## config.mk

```make
export PLATFORM = sky130hd
export DESIGN_NAME = irq_controller
export DESIGN_NICKNAME = d
export VERILOG_FILES = /design/src/rtl/irq_controller.sv
export SDC_FILE = /design/constraint.sdc
export NUM_CORES = 1
export LEC_CHECK = 0
export CAP_MARGIN = 10
export CORE_MARGIN = 8
export CORE_UTILIZATION = 35
export CTS_BUF_LIST = sky130_fd_sc_hd__clkbuf_8
export CTS_CLUSTER_SIZE = 10
export DETAILED_ROUTE_END_ITERATION = 7
export MAX_ROUTING_LAYER = met4
export PLACE_DENSITY = 0.68
export SLEW_MARGIN = 20
export SYNTH_ARGS = -nofsm -noshare
export SYNTH_HDL_FRONTEND = slang
export SYNTH_SLANG_ARGS = --single-unit
```

## constraint.sdc

```tcl
create_clock -name clock -period 1.05 [get_ports clock]
set_input_delay 0.21 -clock clock [delete_from_list [all_inputs] [get_ports clock]]
set_output_delay 0.21 -clock clock [all_outputs]
set_load 0.1 [all_outputs]
```

## src/rtl/irq_controller.sv

```systemverilog
// Fixed-priority interrupt controller sitting between peripherals and the CPU.
// Masks level IRQs, requests one winner, clears it on ack, cools down on return.
module irq_controller #(
    parameter int unsigned              NUM_SOURCES = 4,
    parameter logic [NUM_SOURCES-1:0]   MASK_RESET  = {NUM_SOURCES{1'b1}}
) (
    input  logic                   clock,
    input  logic                   reset,
    input  logic [NUM_SOURCES-1:0] src_irq,
    output logic [NUM_SOURCES-1:0] src_reset_irq,
    output logic                   cpu_irq,
    input  logic                   cpu_irq_ack,
    input  logic                   cpu_irq_ret,
    output logic [3:0]             irq_cause,
    input  logic                   mask_wr,
    input  logic [NUM_SOURCES-1:0] mask_wdata,
    output logic [NUM_SOURCES-1:0] mask,
    output logic                   busy
);

    typedef enum logic [1:0] {
        S_IDLE,
        S_REQ,
        S_ACTIVE,
        S_COOL
    } state_e;

    localparam logic [NUM_SOURCES-1:0] ONE = NUM_SOURCES'(1);

    state_e                 state_q, state_d;
    logic [NUM_SOURCES-1:0] pending_q, pending_d;
    logic [NUM_SOURCES-1:0] mask_q, mask_d;
    logic [NUM_SOURCES-1:0] clr_q, clr_d;
    logic [3:0]             cause_q, cause_d;
    logic                   irq_q, irq_d;
    logic                   busy_q, busy_d;
    logic [NUM_SOURCES-1:0] eff_mask;
    logic [NUM_SOURCES-1:0] cause_sel;

    // Lowest set index wins; index 0 is the highest priority.
    function automatic logic [3:0] lowest(input logic [NUM_SOURCES-1:0] v);
        logic [3:0] r;
        r = '0;
        for (int i = NUM_SOURCES - 1; i >= 0; i--) begin
            if (v[i]) r = 4'(i);
        end
        return r;
    endfunction

    // Next-state, mask/pending update and handshake sequencing.
    always_comb begin
        state_d   = state_q;
        cause_d   = cause_q;
        irq_d     = irq_q;
        clr_d     = '0;
        eff_mask  = mask_wr ? mask_wdata : mask_q;
        mask_d    = eff_mask;
        pending_d = src_irq & eff_mask;
        cause_sel = ONE << cause_q;
        unique case (state_q)
            S_IDLE: begin
                if (pending_q != '0) begin
                    cause_d = lowest(pending_q);
                    irq_d   = 1'b1;
                    state_d = S_REQ;
                end
            end
            S_REQ: begin
                if (cpu_irq_ack) begin
                    irq_d   = 1'b0;
                    clr_d   = cause_sel;
                    state_d = S_ACTIVE;
                end else if ((eff_mask & cause_sel) == '0) begin
                    irq_d   = 1'b0;
                    state_d = S_IDLE;
                end
            end
            S_ACTIVE: begin
                if (cpu_irq_ret) state_d = S_COOL;
            end
            S_COOL: begin
                state_d = S_IDLE;
            end
            default: begin
                irq_d   = 1'b0;
                state_d = S_IDLE;
            end
        endcase
        busy_d = (state_d != S_IDLE);
    end

    // State and output registers with synchronous reset.
    always_ff @(posedge clock) begin
        if (reset) begin
            state_q   <= S_IDLE;
            pending_q <= '0;
            mask_q    <= MASK_RESET;
            clr_q     <= '0;
            cause_q   <= '0;
            irq_q     <= 1'b0;
            busy_q    <= 1'b0;
        end else begin
            state_q   <= state_d;
            pending_q <= pending_d;
            mask_q    <= mask_d;
            clr_q     <= clr_d;
            cause_q   <= cause_d;
            irq_q     <= irq_d;
            busy_q    <= busy_d;
        end
    end

    assign src_reset_irq = clr_q;
    assign cpu_irq       = irq_q;
    assign irq_cause     = cause_q;
    assign mask          = mask_q;
    assign busy          = busy_q;

endmodule

```

==> impl_metrics.yaml, run 1 <==
run_status:
  status: "complete, but fails checks"
  violations: "negative setup slack"
sta:
  timing.final.ws_setup_ns: -0.1068
  finalHoldViolCount: 0
  rsz0062_at_grt: "true"
  layout_min_cycle_time_ns: 1.157
  holdWs_ns: 0.4659
  fmax_ghz: 0.8644
  setup_viol: 11
  slew_viol_final: 0
  timing.final.crit_share: 1.102
  skew_ns: 0.002940
detailed_routing:
  via_per_inst: 4.890
  wl_per_cell_um: 14.61
  drt_iter0_drc: 17
  route.detailed.drc: 0
  drt_pass1_iterations: 4
  num_vias: 758
  wl_um: 2265
  ant_nets: 0
global_route:
  antenna_found_initial: 0
  grt_max_degree: 11
  grt_pass1_vias: 813
  track_usage: 0.1232
  grt_overflow: 0
  grt_pass1_wl_um: 3829
setup_path:
  startpoint: "pending_q[1]"
  crit_path_cell_trace: "nor4_4 > nor4_1 > a31oi_1 > o31ai_2"
  path_depth: 4
  worstPathRequired_ns: 1.18
  worstPathMaxFanout: 2
  worstReg2RegEnd: "state_q[0]"
  path_buf_inv: 0
  reg2reg_slack_ns: -0.11
  start_kind: "flop"
  crit_end: "state_q[0]"
  crit_type: "reg -> reg"
  critPathMaxStageDelay_ns: 0.34
  end_kind: "flop"
  cpLargestDelayFamily: "simple AND/OR/NAND/NOR gates"
  slowest_stage: "dfxtp_2"
  critPathArrivalTime_ns: 1.29
  r2r_cells: 4
  r2r-start: "pending_q[1]"
place:
  hpwl_um: 1640
  dpl_cell_area_um2: 1289
  io_buffers: 24
  place_congestion: 0.7632
cts:
  root_buffer: "clkbuf_8"
  clkTransAtPathRegs_ns: 0.07
  cts_made_buffers: 3
  ctsLongestPathBuffers: 2
  cts_tree: "done"
  clk_latency_ns: 0.25
  ctsHoldBuffers: 0
  tritoncts_num_sinks: 18
  htreeDepth: 1
synth:
  yosys.area.top_type: "dfxtp_1"
  synth_area_um2: 750.7
  synth_top_area_frac: 0.4800
  synth_edf_count: 0
  synth_area_leaders: "dfxtp_1 (48%), mux2i_1 (8.0%), nor3b_1 (5.0%)"
  synth_seq_cells: 18
  syn_area_per_cell_um2: 9.503
  synthDistinctLibCells: 24
  synthFlopType: "dfxtp_1"
  ys_top_cells_by_count: "dfxtp_1 (18), nor2_1 (8), nand2_1 (7), a21oi_1 (6), mux2i_1 (6)"
  synth_most_common_cell: "dfxtp_1"
  ys_warn_count: 0
  synthCells: 79
  async_reset_ff_frac: 0
  seq_area_frac_synth: 0.4800
power_and_ir_drop:
  leakagePower_nw: 0.6160
  peakVddDrop_v: 0.0009093
  power_density_nw_per_um2: 1495
floorplanning:
  ioPinCount: 27
  num_rows: 16
  core_area_um2: 2002
  dieArea_um2: 3883
  die-width_um: 62.32
  die_height_um: 62.32
  start_util: 0.3750
final_layout:
  layout-drive-gt1-share: 0.5313
  layout.nets: 142
  areaGrowthSynthToFinish_pct: 87.00
  fin_area_um2: 1404
  antennaDiodeCount: 0
min_path:
  min_path_type: "in -> reg"
job:
  drv_cap: 0
==> flip-flops by register name, summed over array words and instances (netlist names) <==
signal	cells
src_reset_irq	4
busy	1
cpu_irq	1
pending_q	4
irq_cause	2
mask	4
state_q	2
==> stage by stage <==
stage | total power (W) | setup TNS [ns] | setup slack [ns] | cells | utilization
finish | 0.002098 | -0.5804 | -0.1068 | 155 | 0.7013
global route | 0.002182 | -1.176 | -0.2024 | 155 | 0.7013
floorplan | 0.001262 | -0.6678 | -0.2456 | 80 | -
global placement | 0.001543 | -5.085 | -0.5276 | 146 | 0.6438
detailed placement | 0.001559 | -5.665 | -0.6284 | 146 | 0.6438
CTS | 0.002066 | -0.5909 | -0.1180 | 154 | 0.6881
==> placed cells by master (no fill, tap or decap), types with 2 or more instances in the layout <==
cell and instances:
nor3_1 3, nand2_1 7, nor2_1 8, clkbuf_8 3, a21oi_1 5, dlygate4sd2_1 3
mux2i_2 2, clkdlybuf4s50_1 8, conb_1 2, a31oi_1 2, inv_1 5, nor3b_1 5
buf_12 12, buf_4 22, dfxtp_4 6, dfxtp_2 11, mux2i_1 4, buf_6 4
==> worst min-delay path, cell delays in order <==
cell and delay (ns):
clkbuf_2 0.16, mux2i_1 0.12, buf_4 0.15, nand2_1 0.05
==> cells by family (layout without fill, tap and decap cells) <==
group,Yosys count,in the layout,synth area share
AO/OA/AOI/OAI,12,12,0.1033
buffers and inverters,10,58,0.09832
flip-flops,18,18,0.4800
multiplexers,6,6,0.08000
other,1,2,0.004995
AND/OR/NAND/NOR,32,32,0.2334
==> where the power goes <==
part | total, W | internal (W) | switching, W
logic | 0.000794 | 0.000344 | 0.000450
registers | 0.000813 | 0.000742 | 0.0000714
clock network | 0.000491 | 0.000260 | 0.000231
total | 0.00210 | 0.00135 | 0.000753
==> how the worst min path moves through the flow <==
stage | startpoint | to | slack (ns) | cells after the start
after global placement | irq_cause[1] | src_reset_irq[1] | 0.49 | 1
after floorplan | cpu_irq_ack | state_q[1] | 0.35 | 2
after CTS | mask_wdata[3] | mask[3] | 0.47 | 4
after global routing | mask_wr | mask[2] | 0.48 | 4
final | mask_wr | mask[2] | 0.47 | 4
after detailed placement | irq_cause[1] | src_reset_irq[1] | 0.50 | 1
==> metal layers <==
| layer | routed length [µm] | up-vias | GRT usage |
|---|---|---|---|
| met5 | 0 | - | - |
| li1 | - | 361 | - |
| met1 | 996 | 374 | 0.1358 |
| met3 | 52 | 4 | 0.01434 |
| met2 | 1170 | 19 | 0.2109 |
| met4 | 45 | 0 | 0.06838 |
==> layout make-up <==
type                    count  area [µm²]
flip-flops and latches     18       396.6
fillers                   155       598.1
repair buffers             50       561.8
clock buffers               3       41.29
clock inverters             1       3.754
multi-input cells          52       351.6
well taps                  27       33.78
inverters                   4       15.01
==> timing repair <==
action	4_1_cts	5_1_grt
pin swaps	3	1
setup endpoints to repair	20	14
buffers inserted	4	1
gates resized for setup	11	11
Note: power is estimated with default switching activity, not from simulation.
==> run 2: changes to the inputs <==
--- a/config.mk
+++ b/config.mk
@@ -13,7 +13,7 @@
 export DETAILED_ROUTE_END_ITERATION = 7
 export MAX_ROUTING_LAYER = met4
 export PLACE_DENSITY = 0.68
-export SLEW_MARGIN = 20
+export SLEW_MARGIN = 40
 export SYNTH_ARGS = -nofsm -noshare
 export SYNTH_HDL_FRONTEND = slang
 export SYNTH_SLANG_ARGS = --single-unit
==> results of run 2 <==
No change in the layout: final DEF, timing and power equal those of run 1.
